File: config.mk
export PLATFORM = sky130hd
export DESIGN_NAME = cdb_arbiter_flat
export DESIGN_NICKNAME = d
export VERILOG_FILES = /design/src/rtl/cdb_arbiter_if.sv /design/src/rtl/cdb_arbiter.sv /design/src/flat_wrapper.sv
export SDC_FILE = /design/constraint.sdc
export NUM_CORES = 1
export LEC_CHECK = 0
export CAP_MARGIN = 20
export CORE_ASPECT_RATIO = 1.25
export CORE_MARGIN = 4
export CORE_UTILIZATION = 38
export CTS_BUF_LIST = sky130_fd_sc_hd__clkbuf_8
export DETAILED_ROUTE_END_ITERATION = 6
export PLACE_DENSITY = 0.62
export SYNTH_ARGS = -nofsm -noshare
export SYNTH_HDL_FRONTEND = slang
export SYNTH_HIERARCHICAL = 1
export SYNTH_SLANG_ARGS = --single-unit
File: constraint.sdc
create_clock -name clk_in -period 6.7 [get_ports clk_in]
set_input_delay 1.675 -clock clk_in [delete_from_list [all_inputs] [get_ports clk_in]]
set_output_delay 1.675 -clock clk_in [all_outputs]
set_load 0.005 [all_outputs]
File: src/rtl/cdb_arbiter_if.sv
// cdb_arbiter_if: producer handshake and CDB broadcast bundle for cdb_arbiter.
//   slave  : arbiter side (takes requests, drives ready and the CDB)
//   master : producer/consumer side (drives requests, observes ready and the CDB)
// i_req_rob_id / i_req_value are flat; producer i owns slice [i*W +: W].
interface cdb_arbiter_if #(
  parameter int N_REQ    = 3,
  parameter int ROB_ID_W = 5,
  parameter int DATA_W   = 32,
  parameter int SRC_W    = 2
);
  logic [N_REQ-1:0]          i_req_valid;
  logic [N_REQ*ROB_ID_W-1:0] i_req_rob_id;
  logic [N_REQ*DATA_W-1:0]   i_req_value;
  logic [N_REQ-1:0]          o_req_ready;
  logic                      o_cdb_valid;
  logic [ROB_ID_W-1:0]       o_cdb_rob_id;
  logic [DATA_W-1:0]         o_cdb_value;
  logic [SRC_W-1:0]          o_cdb_src;

  modport slave (
    input  i_req_valid, i_req_rob_id, i_req_value,
    output o_req_ready, o_cdb_valid, o_cdb_rob_id, o_cdb_value, o_cdb_src
  );

  modport master (
    output i_req_valid, i_req_rob_id, i_req_value,
    input  o_req_ready, o_cdb_valid, o_cdb_rob_id, o_cdb_value, o_cdb_src
  );
endinterface

File: src/rtl/cdb_arbiter.sv
// cdb_arbiter: round-robin arbiter for the common data bus.
// Each producer (0 = ALU, 1 = LSB, 2 = branch) hands a result into its own
// one-entry buffer; one full buffer per cycle is granted and broadcast
// through a registered CDB.
//   clk_in  : clock
//   rst_in  : synchronous reset, active low (beats rdy_in and i_clear)
//   rdy_in  : global ready, low freezes every register and drops req_ready
//   i_clear : flush, empties all buffers and suppresses this cycle's broadcast
//   bus     : request handshake + CDB outputs (cdb_arbiter_if.slave)

// cdb_buf: one producer's holding buffer.
//   i_grant : this buffer wins the CDB this cycle (drained at the edge)
//   o_ready : buffer accepts this cycle; a drained buffer may refill at once
module cdb_buf #(
  parameter int ROB_ID_W = 5,
  parameter int DATA_W   = 32
) (
  input  logic                clk_in,
  input  logic                rst_in,
  input  logic                rdy_in,
  input  logic                i_clear,
  input  logic                i_valid,
  input  logic [ROB_ID_W-1:0] i_tag,
  input  logic [DATA_W-1:0]   i_val,
  input  logic                i_grant,
  output logic                o_ready,
  output logic                o_full,
  output logic [ROB_ID_W-1:0] o_tag,
  output logic [DATA_W-1:0]   o_val
);
  logic                r_full;
  logic [ROB_ID_W-1:0] r_tag;
  logic [DATA_W-1:0]   r_val;
  logic                w_ready;

  assign w_ready = rdy_in & ~i_clear & (~r_full | i_grant);

  always_ff @(posedge clk_in) begin
    if (!rst_in) begin
      r_full <= 1'b0;
      r_tag  <= '0;
      r_val  <= '0;
    end else if (rdy_in) begin
      if (i_clear) begin
        r_full <= 1'b0;
      end else if (i_valid && w_ready) begin
        // refill has priority over drain so a granted buffer stays full
        r_full <= 1'b1;
        r_tag  <= i_tag;
        r_val  <= i_val;
      end else if (i_grant) begin
        r_full <= 1'b0;
      end
    end
  end

  assign o_ready = w_ready;
  assign o_full  = r_full;
  assign o_tag   = r_tag;
  assign o_val   = r_val;
endmodule

module cdb_arbiter #(
  parameter int N_REQ    = 3,
  parameter int ROB_ID_W = 5,
  parameter int DATA_W   = 32,
  parameter int SRC_W    = (N_REQ > 1) ? $clog2(N_REQ) : 1
) (
  input  logic         clk_in,
  input  logic         rst_in,
  input  logic         rdy_in,
  input  logic         i_clear,
  cdb_arbiter_if.slave bus
);
  logic [N_REQ-1:0]               w_full;
  logic [N_REQ-1:0][ROB_ID_W-1:0] w_tag;
  logic [N_REQ-1:0][DATA_W-1:0]   w_val;
  logic [N_REQ-1:0]               w_grant;
  logic                           w_gnt_any;
  logic [SRC_W-1:0]               w_gnt_idx;

  logic [SRC_W-1:0]               r_last;
  logic                           r_cdb_valid;
  logic [ROB_ID_W-1:0]            r_cdb_rob_id;
  logic [DATA_W-1:0]              r_cdb_value;
  logic [SRC_W-1:0]               r_cdb_src;

  for (genvar g = 0; g < N_REQ; g++) begin : g_buf
    cdb_buf #(.ROB_ID_W(ROB_ID_W), .DATA_W(DATA_W)) u_buf (
      .clk_in  (clk_in),
      .rst_in  (rst_in),
      .rdy_in  (rdy_in),
      .i_clear (i_clear),
      .i_valid (bus.i_req_valid[g]),
      .i_tag   (bus.i_req_rob_id[g*ROB_ID_W +: ROB_ID_W]),
      .i_val   (bus.i_req_value[g*DATA_W +: DATA_W]),
      .i_grant (w_grant[g]),
      .o_ready (bus.o_req_ready[g]),
      .o_full  (w_full[g]),
      .o_tag   (w_tag[g]),
      .o_val   (w_val[g])
    );
  end

  // Search starts one past the last winner and wraps, so the last winner
  // has the lowest priority this cycle.
  always_comb begin
    int unsigned idx;
    w_gnt_any = 1'b0;
    w_gnt_idx = '0;
    w_grant   = '0;
    idx       = 0;
    for (int k = 1; k <= N_REQ; k++) begin
      idx = (int'(r_last) + k) % N_REQ;
      if (!w_gnt_any && w_full[idx]) begin
        w_gnt_any = 1'b1;
        w_gnt_idx = SRC_W'(idx);
      end
    end
    if (w_gnt_any) w_grant[w_gnt_idx] = 1'b1;
  end

  always_ff @(posedge clk_in) begin
    if (!rst_in) begin
      r_last       <= SRC_W'(N_REQ - 1);
      r_cdb_valid  <= 1'b0;
      r_cdb_rob_id <= '0;
      r_cdb_value  <= '0;
      r_cdb_src    <= '0;
    end else if (rdy_in) begin
      if (i_clear) begin
        // flush drops this cycle's grant; pointer is kept
        r_cdb_valid <= 1'b0;
      end else if (w_gnt_any) begin
        r_last       <= w_gnt_idx;
        r_cdb_valid  <= 1'b1;
        r_cdb_rob_id <= w_tag[w_gnt_idx];
        r_cdb_value  <= w_val[w_gnt_idx];
        r_cdb_src    <= w_gnt_idx;
      end else begin
        r_cdb_valid <= 1'b0;
      end
    end
  end

  assign bus.o_cdb_valid  = r_cdb_valid;
  assign bus.o_cdb_rob_id = r_cdb_rob_id;
  assign bus.o_cdb_value  = r_cdb_value;
  assign bus.o_cdb_src    = r_cdb_src;
endmodule

File: src/flat_wrapper.sv
// flat-port wrapper written by rule: the top's interface ports become plain ports
module cdb_arbiter_flat 
#(
  parameter int N_REQ    = 3,
  parameter int ROB_ID_W = 5,
  parameter int DATA_W   = 32,
  parameter int SRC_W    = (N_REQ > 1) ? $clog2(N_REQ) : 1
)
  (clk_in, rst_in, rdy_in, i_clear, bus_i_req_valid, bus_i_req_rob_id, bus_i_req_value, bus_o_req_ready, bus_o_cdb_valid, bus_o_cdb_rob_id, bus_o_cdb_value, bus_o_cdb_src);
  cdb_arbiter_if #(.N_REQ(N_REQ), .ROB_ID_W(ROB_ID_W), .DATA_W(DATA_W), .SRC_W(SRC_W)) bus_i ();
  input  logic clk_in;
  input  logic rst_in;
  input  logic rdy_in;
  input  logic i_clear;
  input wire logic [$bits(bus_i.i_req_valid)-1:0] bus_i_req_valid;
  input wire logic [$bits(bus_i.i_req_rob_id)-1:0] bus_i_req_rob_id;
  input wire logic [$bits(bus_i.i_req_value)-1:0] bus_i_req_value;
  output wire logic [$bits(bus_i.o_req_ready)-1:0] bus_o_req_ready;
  output wire logic [$bits(bus_i.o_cdb_valid)-1:0] bus_o_cdb_valid;
  output wire logic [$bits(bus_i.o_cdb_rob_id)-1:0] bus_o_cdb_rob_id;
  output wire logic [$bits(bus_i.o_cdb_value)-1:0] bus_o_cdb_value;
  output wire logic [$bits(bus_i.o_cdb_src)-1:0] bus_o_cdb_src;
  assign bus_i.i_req_valid = bus_i_req_valid;
  assign bus_i.i_req_rob_id = bus_i_req_rob_id;
  assign bus_i.i_req_value = bus_i_req_value;
  assign bus_o_req_ready = bus_i.o_req_ready;
  assign bus_o_cdb_valid = bus_i.o_cdb_valid;
  assign bus_o_cdb_rob_id = bus_i.o_cdb_rob_id;
  assign bus_o_cdb_value = bus_i.o_cdb_value;
  assign bus_o_cdb_src = bus_i.o_cdb_src;
  cdb_arbiter #(.N_REQ(N_REQ), .ROB_ID_W(ROB_ID_W), .DATA_W(DATA_W), .SRC_W(SRC_W)) u_core (.clk_in(clk_in), .rst_in(rst_in), .rdy_in(rdy_in), .i_clear(i_clear), .bus(bus_i));
endmodule
-- Word-level counts from Yosys, hierarchy flattened
Index checks and enable logic that the tools add are counted.
- bitwise logic cells: 11
- reductions and logical operators: 18
- order comparisons: 5
- $add $sub $neg: 3
- divide/modulo/power cells: 3
- muxes and demuxes: 30
- operator list (operator ; number):
    32-bit by 3-bit < comparator with 1-bit output (second input constant) ; 3
    32-bit by 3-bit modulo with 32-bit output (second input constant) ; 3
    32-bit binary-select mux with 2-bit select ; 1
    32-bit two-way mux ; 1
    1-bit two-way mux ; 18
    3-bit AND reduction ; 4
    5-bit binary-select mux with 2-bit select ; 1
    3-bit nonzero test ; 3
    2-bit by 2-bit adder with 3-bit output (second input constant) ; 2
    1-bit binary-select mux with 2-bit select ; 3
    1-bit logical AND ; 6
    2-bit two-way mux ; 3
    2-bit AND reduction ; 3
    5-bit two-way mux ; 1
    1-bit AND ; 4
    1-bit NOT ; 4
    2-bit by 1-bit adder with 3-bit output (second input constant) ; 1
    2-bit by 3-bit < comparator with 1-bit output (second input constant) ; 1
    3-bit two-way mux ; 1
    1-bit bitwise OR ; 3
    1-bit demux with 2-bit select ; 1
    2-bit by 1-bit greater-or-equal comparator with 1-bit output (second input constant) ; 1
    1-bit logical NOT ; 2
- flip-flop bits (word level): 156
- input port bits: 118

-- Depth between registers and ports, before layout
Gate-level depths: netlist of run 1.
- word-level depth: 21
- gate-level depth with buffers: 14

-- Hierarchy
The synthesis of run 1 kept the hierarchy.
- by module, submodules not included (module ; seq. area each (µm²) ; cells an instance ; area an instance (µm²) ; instances):
    cdb_buf ; 760.7 ; 168 ; 1581.5 ; 3
    cdb_arbiter ; 820.8 ; 323 ; 3160.5 ; 1

-- Worst setup path after synthesis of run 1
No wires, ideal clock.
- kind: register to output
- start: register u_core.r_last[0]
- end: output bus_o_req_ready[0]
- setup slack: 2.724 ns
- cell stages (with the launch flop): 10
- arrival time: 2.301 ns
- buffers on the path: 0
- cell sequence: dfxtp_1 -> inv_1 -> ha_1 -> nand2_1 -> o22ai_4 -> mux2i_1 -> o21ai_0 -> nor3_1 -> nor2b_4 -> nor3b_1
- longest elaborated chain between the ends: 18
- ends and longest elaborated chain (element ; line ; text):
    start: declaration ; cdb_arbiter.sv:82 ; logic [SRC_W-1:0] r_last;
    start signal: assignment ; cdb_arbiter.sv:125 ; r_last <= SRC_W'(N_REQ - 1);
    start signal: assignment ; cdb_arbiter.sv:135 ; r_last <= w_gnt_idx;
    2-bit by 1-bit adder with 3-bit output ; cdb_arbiter.sv:114 ; idx = (int'(r_last) + k) % N_REQ;
    32-bit by 3-bit modulo with 32-bit output ; cdb_arbiter.sv:114 ;
    1-bit binary-select mux with 2-bit select ; cdb_arbiter.sv:115 ; if (!w_gnt_any && w_full[idx]) begin
    1-bit two-way mux (implied by the code) ; cdb_arbiter.sv:115 ;
    1-bit two-way mux ; cdb_arbiter.sv:115 ;
    1-bit logical NOT ; cdb_arbiter.sv:115 ;
    1-bit logical AND ; cdb_arbiter.sv:115 ;
    1-bit two-way mux ; cdb_arbiter.sv:115 ;
    [3 not listed] ; - ;
    2-bit by 3-bit < comparator with 1-bit output (implied by the code) / 2-bit by 1-bit greater-or-equal comparator with 1-bit output (equally long branches) ; cdb_arbiter.sv:120 ; if (w_gnt_any) w_grant[w_gnt_idx] = 1'b1;
    1-bit logical AND (implied by the code) ; cdb_arbiter.sv:120 ;
    1-bit two-way mux (implied by the code) ; cdb_arbiter.sv:120 ;
    1-bit demux with 2-bit select ; - ;
    3-bit two-way mux (*) ; cdb_arbiter.sv:120 ;
    via u_core.w_grant[0] ; cdb_arbiter.sv:78 ; logic [N_REQ-1:0] w_grant;
    1-bit bitwise OR (*) ; cdb_arbiter.sv:36 ; assign w_ready = rdy_in & ~i_clear & (~r_full | i_grant);
    1-bit AND (*) ; cdb_arbiter.sv:36 ;
    end: declaration ; flat_wrapper.sv:18 ; output wire logic [$bits(bus_i.o_req_ready)-1:0] bus_o_req_ready;
Mark *: on every way through the listed nets, which the timed path passes. The rest lies on a longest branch. The select of a mux whose other input is x is not followed.

-- Worst setup path after layout of run 1
Same ends and word-level chain as after synthesis.

==> flow_metrics.tcl, run 1 <==
set metrics [dict create \
    synthCells 827 \
    yosys_warnings 6 \
    drt-wirelength-per-cell_um 17.1 \
    cp.arrival_ns 3.76 \
    syn_to_final_growth_pct 22.0 \
    instances_no_fill 1217 \
    fin_crit_ns 5.44 \
    crit_chain "inv_1, ha_1, inv_2, or3_2, buf_12, o21ai_0, nor3_1, nor2b_4, nor3b_1, clkdlybuf4s50_1" \
    wl_mm 20.9 \
    cts_buffers 17 \
    hold_viol 0 \
    ys_seq_area_share_pct 39.3 \
    grt.overflow.total 0 \
    gr-usage-all-layers_pct 17.6 \
    synthesis.nets 949 \
    finalNetCount 1055 \
    placed_area_um2 9230 \
    max-vdd-ir-drop_mv 0.124 \
    grt_max_degree 153 \
    routed_via_density 5.19 \
    cts_num_sinks 155 \
    slew_violations 0 \
    ys_ff_latch 155 \
    ctsHoldBuffers 0 \
    finalWorstSetupSlack_ns 1.26 \
    drcViolationCount 0 \
    grt_pass1_wl_mm 32.5 \
    io_pins 161 \
    place_hpwl_mm 12.5 \
    grt_setup_unrepaired "false" \
    skew_ns 0.0103 \
    status "completed" \
    cp_max_fo 26 \
    reg2reg_slack_ns 2.83 \
    antenna_found_initial 1 \
    hp-class "register to register" \
    cts.clk_slew.worst_paths_ns 0.08 \
    power_density_nw_per_um2 206 \
    h-tree-depth 4 \
    synth_edf_count 0 \
    cts_setup_buffers 0 \
    drv_cap 0 \
    avgSynthCellArea_um2 9.56 \
    async_flop_share_pct 0 \
    dp.cells 1183 \
    end_kind "output port" \
    drive_gt1_share_pct 11.3 \
    ant_nets 0 \
    core_area_um2 20300 \
    drtPass1Iterations 5 \
    vias 6311 \
    cp-start-kind "register" \
    drt-initial-drc-count 397 \
    numPortBuffers 160 \
    core.rowCount 58 \
    hold_slack_ns 0.461 \
    critical_path.top_delay_family "simple AND/OR/NAND/NOR gates" \
    critPathBufInv 4 \
    relSlewSlack_pct 29.8 \
    worst_pin_slew_ns 1.05 \
    die_y_um 169 \
    cts_root_buf "clkbuf_8" \
    netlist_area_um2 7910 \
    cts_resized 0 \
    max_stage_delay_ns 0.53 \
    critPathRequiredTime_ns 5.03 \
    fmax_mhz 184 \
    place_congestion 0.756 \
    post-place-ws_ns 1.23 \
    critPathKind "register to output port" \
    leakagePower_uw 0.00332 \
    synthFlopType "dfxtp_1" \
    dieArea_um2 23200 \
    initial_core_util_pct 38.9 \
    die_width_um 137 \
    setup_tns_ns 0 \
    clockBufferDepth 2 \
    worstSkewPairLatency_ns 0.44 \
    synth.distinct_cells 48 \
    setup_viol 0 \
    fin_crit_sh_pct 81.2 \
    fin_area_um2 9640 \
    cpMaxStageDelayCell "clkdlybuf4s50_1" \
    grt_pass1_vias 6099 \
    tritoncts "done" \
]
==> state kept, by name, summed over array words and instances (netlist names) <==
| name | count |
|---|---|
| u_core/g_buf.u_buf/o_tag | 15 |
| u_core/bus.o_cdb_value | 32 |
| u_core/g_buf.u_buf/o_val | 96 |
| u_core/r_last | 2 |
| u_core/g_buf.u_buf/o_full | 3 |
| u_core/bus.o_cdb_valid | 1 |
| u_core/bus.o_cdb_src | 1 |
| u_core/bus.o_cdb_rob_id | 5 |
==> metal layers <==
metal / vias up / GRT usage (%) / part of all wire, %
li1: 3162 / - / -
met1: 2973 / 23.3 / 45
met2: 157 / 29.0 / 49
met3: 19 / 3.62 / 4.9
met4: 0 / 5.47 / 1.2
met5: - / 0 / 0
==> path summary, 6_finish.rpt <==
path                                                             startpoint  depth (start not counted)                                           end
worst max-delay path                          u_core/r_last[0]$_SDFFE_PN0P_                         10                            bus_o_req_ready[0]
worst min register to register  u_core/g_buf[2].u_buf/o_val[3]$_SDFFE_PN0P_                          2   u_core/g_buf[2].u_buf/o_val[3]$_SDFFE_PN0P_
worst max register to register                u_core/r_last[0]$_SDFFE_PN0P_                         11  u_core/g_buf[0].u_buf/o_val[12]$_SDFFE_PN0P_
worst min-delay path            u_core/g_buf[2].u_buf/o_val[3]$_SDFFE_PN0P_                          2   u_core/g_buf[2].u_buf/o_val[3]$_SDFFE_PN0P_
==> cell type report <==
| type | instances | area, um2 |
|---|---|---|
| clock inverter | 15 | 161 |
| multi-input combinational | 579 | 4060 |
| timing repair buffer | 170 | 1710 |
| antenna | 1 | 2.50 |
| fill | 2002 | 10700 |
| sequential | 155 | 3100 |
| clock buffer | 17 | 234 |
| inverter | 10 | 40.0 |
| tap | 270 | 338 |
==> cells in the final DEF (no fill, tap or decap), types with 2 or more instances in the layout <==
master,Yosys,final
nor2b_4,3,3
clkinvlp_4,0,2
o211ai_1,29,29
nor4_1,38,38
a211oi_1,11,11
a211oi_2,26,26
nand2_1,226,226
o31ai_2,15,15
ha_1,4,4
nand2b_1,2,2
a21boi_1,2,2
clkinv_4,0,3
nor2_1,2,2
bufinv_16,0,3
a32oi_1,3,3
nand3_1,38,38
clkdlybuf4s50_1,0,159
nor4bb_4,3,3
buf_12,13,2
inv_1,8,12
clkbuf_8,1,17
clkinv_2,0,3
nor2b_1,4,4
mux2i_1,114,114
o211ai_2,9,9
dfxtp_1,155,155
buf_4,4,8
o31ai_1,23,23
nor3b_1,5,5
o21ai_0,4,4
==> Yosys cell counts, types with 3 or more instances <==
master / number / area (um2)
o31ai_2: 15 / 188
mux2i_1: 114 / 1140
o211ai_2: 9 / 113
nor4bb_4: 3 / 75.1
a211oi_1: 11 / 82.6
a32oi_1: 3 / 26.3
a211oi_2: 26 / 325
nor2b_1: 4 / 25.0
o31ai_1: 23 / 173
dfxtp_1: 155 / 3100
buf_6: 18 / 203
buf_2: 17 / 85.1
nor2b_4: 3 / 41.3
nor3b_1: 5 / 37.5
buf_12: 13 / 260
nand3_1: 38 / 190
buf_4: 4 / 30.0
nand2_1: 226 / 848
inv_1: 8 / 30.0
nor4_1: 38 / 238
clkbuf_1: 30 / 113
o21ai_0: 4 / 20.0
o211ai_1: 29 / 218
ha_1: 4 / 50.1
==> power breakdown <==
group / total [uW] / switching [uW] / internal, uW
Combinational: 306 / 158 / 148
Clock: 713 / 351 / 362
Sequential: 968 / 18.2 / 950
==> per-stage QoR <==
step	util [%]	power (uW)
after global routing	47.5	2080
after floorplan	-	1190
after detailed placement	45.4	1300
after global placement	45.4	1300
after CTS	47.4	2010
final	47.5	1990
==> worst reg2reg max path: stages, from the launching register on <==
cell      delay (ns)
dfxtp_1         0.39
inv_1           0.10
ha_1            0.42
inv_2           0.15
or3_2           0.42
buf_12          0.28
o21ai_0         0.30
nor3_1          0.47
nor2b_4         0.09
nor4bb_4        0.26
buf_4           0.64
mux2i_1         0.30
==> cell families after synthesis <==
| kind of cell | Yosys count | share of synthesized area, % |
|---|---|---|
| flip-flops | 155 | 39.3 |
| multiplexers | 115 | 14.7 |
| AO/OA/AOI/OAI | 132 | 16.6 |
| AND/OR/NAND/NOR | 328 | 19.4 |
| adder cells (fa/ha/maj) | 4 | 0.633 |
| buffers and inverters | 93 | 9.42 |
Power figures use the tool's default switching activity.
==> inputs of run 2 (changes only) <==
--- a/config.mk
+++ b/config.mk
@@ -11,7 +11,7 @@
 export CORE_UTILIZATION = 38
 export CTS_BUF_LIST = sky130_fd_sc_hd__clkbuf_8
 export DETAILED_ROUTE_END_ITERATION = 6
-export PLACE_DENSITY = 0.62
+export PLACE_DENSITY = 0.64
 export SYNTH_ARGS = -nofsm -noshare
 export SYNTH_HDL_FRONTEND = slang
 export SYNTH_HIERARCHICAL = 1
==> constraint.sdc (replaced) <==
create_clock -name clk_in -period 4.9 [get_ports clk_in]
set_input_delay 1.225 -clock clk_in [delete_from_list [all_inputs] [get_ports clk_in]]
set_output_delay 1.225 -clock clk_in [all_outputs]
set_load 0.005 [all_outputs]
==> run 2 against run 1 <==
  * Worst setup slack got worse by 0.99 ns
  * Utilization increased by 0.26 points
  * Via count grew 0.17%
==> flow_metrics.tcl, run 2 (synthesis results as in run 1) <==
set metrics [dict create \
    fin_crit_sh_pct 94.5 \
    max-vdd-ir-drop_mv 0.181 \
    h-tree-depth 4 \
    grt_pass1_wl_mm 33.0 \
    worst_pin_slew_ns 1.05 \
    final_common_cell "nand2_1" \
    largest_reg_flops 96 \
    hold_viol 0 \
    die_width_um 137 \
    grt_setup_unrepaired "false" \
    leakagePower_uw 0.00336 \
    diodes 0 \
    relSlewSlack_pct 29.8 \
    routed_via_density 5.17 \
    io_pins 161 \
    initial_core_util_pct 38.9 \
    multi_input_area_um2 4060 \
    cts_num_sinks 155 \
    final_cell_mix "nand2_1, clkdlybuf4s50_1, dfxtp_1" \
    place_congestion 0.742 \
    setup_viol 0 \
    finalNetCount 1061 \
    setup_tns_ns 0 \
    die_y_um 169 \
    worstSkewPairLatency_ns 0.45 \
    drt-initial-drc-count 309 \
    grt_pass1_vias 6187 \
    critPathKind "register to output port" \
    drt-wirelength-per-cell_um 17.4 \
    clockBufferDepth 2 \
    drive_gt1_share_pct 12.3 \
    antenna_found_initial 0 \
    cts_root_buf "clkbuf_8" \
    drtPass1Iterations 5 \
    core_area_um2 20300 \
    hp-class "register to register" \
    fmax_mhz 216 \
    cp.arrival_ns 3.41 \
    placed_area_um2 9280 \
    syn_to_final_growth_pct 22.7 \
    cts.clk_slew.worst_paths_ns 0.07 \
    ant_nets 0 \
    gr-usage-all-layers_pct 18.0 \
    cts_buffers 17 \
    drv_cap 0 \
    fin_crit_ns 4.63 \
    end_kind "output port" \
    tritoncts "done" \
    grt.overflow.total 0 \
    cp_max_fo 6 \
    cp-start-kind "register" \
    grt_max_degree 100 \
    critPathRequiredTime_ns 3.67 \
    vias 6322 \
    slew_violations 0 \
    power_density_nw_per_um2 278 \
    wl_mm 21.2 \
    dieArea_um2 23200 \
    status "completed" \
    core.rowCount 58 \
    final.fill_count 1965 \
    cts_setup_buffers 0 \
    drcViolationCount 0 \
    ff_latch_area_um2 3100 \
    place_hpwl_mm 12.9 \
    numPortBuffers 160 \
    fin_area_um2 9700 \
    skew_ns 0.0148 \
]
==> run 2: worst paths after layout <==
path | cells after the start | slack, ns | startpoint | endpoint
setup / recovery | 10 | 0.27 | u_core/r_last[0]$_SDFFE_PN0P_ | bus_o_req_ready[0]
hold / removal | 2 | 0.46 | u_core/g_buf[2].u_buf/o_val[21]$_SDFFE_PN0P_ | u_core/g_buf[2].u_buf/o_val[21]$_SDFFE_PN0P_
setup reg to reg | 10 | 1.45 | u_core/r_last[0]$_SDFFE_PN0P_ | u_core/g_buf[1].u_buf/o_val[16]$_SDFFE_PN0P_
hold reg to reg | 2 | 0.46 | u_core/g_buf[2].u_buf/o_val[21]$_SDFFE_PN0P_ | u_core/g_buf[2].u_buf/o_val[21]$_SDFFE_PN0P_
==> run 2: metrics by stage <==
step | power, uW | std cells | worst slack, ns | hold WS [ns] | utilization, %
6_report | 2700 | 1222 | 0.269 | 0.459 | 47.7
2_1_floorplan | 1630 | 827 | 1.37 | 0.435 | -
3_5_place_dp | 1780 | 1189 | 0.640 | 0.446 | 45.7
4_1_cts | 2730 | 1221 | 0.136 | 0.460 | 47.6
3_3_place_gp | 1780 | 1189 | 0.722 | 0.442 | 45.7
5_1_grt | 2820 | 1222 | 0.0199 | 0.469 | 47.7
==> run 2: repair_timing <==
item                                    4_1_cts  5_1_grt
hold buffers                                  0        0
resized for setup                             0        1
endpoints found under the setup margin        0        1
==> run 2: power breakdown <==
group | internal [uW] | leakage, uW | switching [uW]
logic | 208 | 0.00189 | 221
registers | 1300 | 0.00126 | 24.5
clock network | 469 | 0.000207 | 478
total | 1980 | 0.00336 | 723
==> run 2: worst max-delay path, cell delays in order, from the launching register on <==
cell             delay (ns)
dfxtp_1                0.38
inv_1                  0.10
ha_1                   0.44
nand2_1                0.13
o22ai_4                0.33
mux2i_1                0.22
o21ai_0                0.24
nor3_2                 0.35
nor2b_4                0.08
nor3b_1                0.18
clkdlybuf4s50_1        0.52
==> run 2: layout make-up <==
class,instances,share of cell area (%)
Multi-Input combinational cell,579,41.9
Sequential cell,155,32.0
Timing Repair Buffer,176,18.2
Tap cell,270,3.48
Clock buffer,22,3.12
Clock inverter,10,0.903
Inverter,10,0.413
==> run 2: per-layer routing <==
metal	global-route usage, %	part of all wire (%)	vias to the layer above
li1	-	-	3165
met1	23.4	45	2995
met2	30.1	49	140
met3	3.23	4.1	22
met4	5.77	1.7	0
met5	0	0	-
==> inputs of run 3 (changes only) <==
--- a/config.mk
+++ b/config.mk
@@ -8,10 +8,10 @@
 export CAP_MARGIN = 20
 export CORE_ASPECT_RATIO = 1.25
 export CORE_MARGIN = 4
-export CORE_UTILIZATION = 38
+export CORE_UTILIZATION = 48
 export CTS_BUF_LIST = sky130_fd_sc_hd__clkbuf_8
 export DETAILED_ROUTE_END_ITERATION = 6
-export PLACE_DENSITY = 0.64
+export PLACE_DENSITY = 0.78
 export SYNTH_ARGS = -nofsm -noshare
 export SYNTH_HDL_FRONTEND = slang
 export SYNTH_HIERARCHICAL = 1
==> run 3 against run 2 <==
  * Non-clock buffer count fell by 4
  * Via count rose by 1.1%
  * Sequential share of layout area rose by 0.27 points
  * Utilization rose by 12 points
  * Highest routed layer unchanged
  * Register-to-register slack got worse by 0.08 ns
  * Global-route usage rose by 2.8 points
  * Critical path depth did not move
  * Die area fell by 20%
  * Hold slack got worse by 0.0020 ns
==> flow_metrics.tcl, run 3 (synthesis results as in run 1) <==
set metrics [dict create \
    r2r-end "u_core/g_buf[0].u_buf/o_val[5]$_SDFFE_PN0P_" \
    fin_crit_ns 4.65 \
    max_stage_delay_ns 0.53 \
    antenna_found_initial 0 \
    end_kind "output port" \
    drtPass1Iterations 5 \
    place_congestion 0.786 \
    critPathBufInv 2 \
    place_hpwl_mm 11.9 \
    grt_pass1_wl_mm 30.6 \
    cpMaxStageDelayCell "clkdlybuf4s50_1" \
    fin_area_um2 9620 \
    cts_num_sinks 155 \
    fin_crit_sh_pct 94.8 \
    die_width_um 123 \
    cp-start-kind "register" \
    multi_input_area_um2 4060 \
    setup_tns_ns 0 \
    grt_max_degree 133 \
    critical_path.top_delay_family "simple AND/OR/NAND/NOR gates" \
    diodes 0 \
    switching_power_uw 696 \
    ctsHoldBuffers 0 \
    final_cell_mix "nand2_1, clkdlybuf4s50_1, dfxtp_1" \
    worstSkewPairLatency_ns 0.45 \
    hold_viol 0 \
    worstHoldEndpoint "u_core/g_buf[2].u_buf/o_val[27]$_SDFFE_PN0P_" \
    placed_area_um2 9190 \
    largest_reg_flops 96 \
    dieArea_um2 18600 \
    leakagePower_uw 0.00334 \
    drive_gt1_share_pct 11.7 \
    initial_core_util_pct 48.8 \
    grt.overflow.total 0 \
    final.fill_count 1410 \
    drv_cap 0 \
    worstHoldStart "u_core/g_buf[2].u_buf/o_val[27]$_SDFFE_PN0P_" \
    skew_ns 0.0109 \
    switching_share_pct 25.2 \
    drcViolationCount 0 \
    final_common_cell "nand2_1" \
    gr-usage-all-layers_pct 20.8 \
    cp.arrival_ns 3.42 \
    critPathRequiredTime_ns 3.67 \
    wl_mm 19.7 \
    h-tree-depth 4 \
    crit_chain "inv_1, ha_1, nand2_1, o22ai_4, mux2i_1, o21ai_0, nor3_2, nor2b_4, nor3b_1, clkdlybuf4s50_1" \
    routed_via_density 5.50 \
    reg2reg_slack_ns 1.37 \
    cp_max_fo 6 \
    grt_pass1_vias 6101 \
    setup_viol 0 \
    relSlewSlack_pct 32.3 \
    cts_root_buf "clkbuf_8" \
    grt_setup_unrepaired "false" \
    clockBufferDepth 2 \
    hold_slack_ns 0.457 \
    internal-power_uw 2070 \
    critPathKind "register to output port" \
    ant_nets 0 \
    numPortBuffers 160 \
    vias 6394 \
    clockPowerShare_pct 36.9 \
    max-vdd-ir-drop_mv 0.180 \
    cts_buffers 17 \
    r2r_cells 11 \
    fmax_mhz 215 \
    tritoncts "done" \
    hold_depth 2 \
    cts.clk_slew.worst_paths_ns 0.07 \
    power_density_nw_per_um2 287 \
    final_util_pct 59.4 \
    worst_pin_slew_ns 1.01 \
    p_comb_share_pct 15.2 \
    slew_violations 0 \
    ff_latch_area_um2 3100 \
    drt-initial-drc-count 444 \
    reg2reg_from "u_core/r_last[0]$_SDFFE_PN0P_" \
    drt-wirelength-per-cell_um 16.9 \
    io_pins 161 \
    hp-class "register to register" \
    status "completed" \
    power_frac_seq_pct 48.0 \
    die_y_um 151 \
    finalNetCount 1057 \
    syn_to_final_growth_pct 21.7 \
    core.rowCount 52 \
    core_area_um2 16200 \
]
-- run 3: layout make-up --
class                      count  area share [%]
sequential                   155            32.3
clock inverter                 8            1.21
tap                          216            2.81
inverter                      10           0.416
timing repair buffer         172            17.9
multi-input combinational    579            42.3
clock buffer                  22            3.15
-- run 3: metrics by stage --
step | instances | total power, uW | setup WS [ns]
final | 1162 | 2760 | 0.253
after global routing | 1162 | 2870 | 0.000759
after CTS | 1162 | 2780 | 0.112
after detailed placement | 1132 | 1770 | 0.628
after global placement | 1132 | 1770 | 0.706
after floorplan | 827 | 1630 | 1.37
-- run 3: worst register-to-register path, delay by kind of cell (launching register included) --
| family | cells | cell delay (ns) |
|---|---|---|
| fa+ha+maj | 1 | 0.44 |
| simple gates | 4 | 0.81 |
| flops | 1 | 0.39 |
| buf+inv | 2 | 0.73 |
| compound gates | 2 | 0.56 |
| mux | 2 | 0.53 |
-- run 3: metal layers --
metal  up-vias  global-route usage (%)  share of wire (%)
met5         -                       0                  0
met4         0                    8.24                1.9
met3        26                    3.53                4.7
met2       189                    36.1                 50
li1       3150                       -                  -
met1      3029                    25.6                 43
-- run 3: how the worst max path moves through the flow --
stage	start	endpoint	slack, ns	depth (start not counted)
final	u_core/r_last[0]$_SDFFE_PN0P_	bus_o_req_ready[0]	0.25	10
after global routing	u_core/r_last[0]$_SDFFE_PN0P_	bus_o_req_ready[0]	0.0008	10
after CTS	u_core/r_last[0]$_SDFFE_PN0P_	bus_o_req_ready[0]	0.11	10
after detailed placement	u_core/r_last[0]$_SDFFE_PN0P_	bus_o_req_ready[0]	0.63	10
after global placement	u_core/r_last[0]$_SDFFE_PN0P_	bus_o_req_ready[0]	0.71	10
after floorplan	u_core/r_last[0]$_SDFFE_PN0P_	bus_o_req_ready[0]	1.37	9
-- run 3: timing repair --
action                     in CTS  in global routing
setup endpoints to repair       0                  1
gates resized for setup         0                  1
setup buffers                   0                  0
hold endpoints to repair        0                  0
-- run 3: power by group through the flow --
stage	Clock (uW)	Combinational, uW	Sequential (uW)
global placement	0	413	1350
CTS	1040	419	1320
finish	1020	419	1320
detailed placement	0	418	1350
floorplan	0	284	1350
global route	1090	451	1330
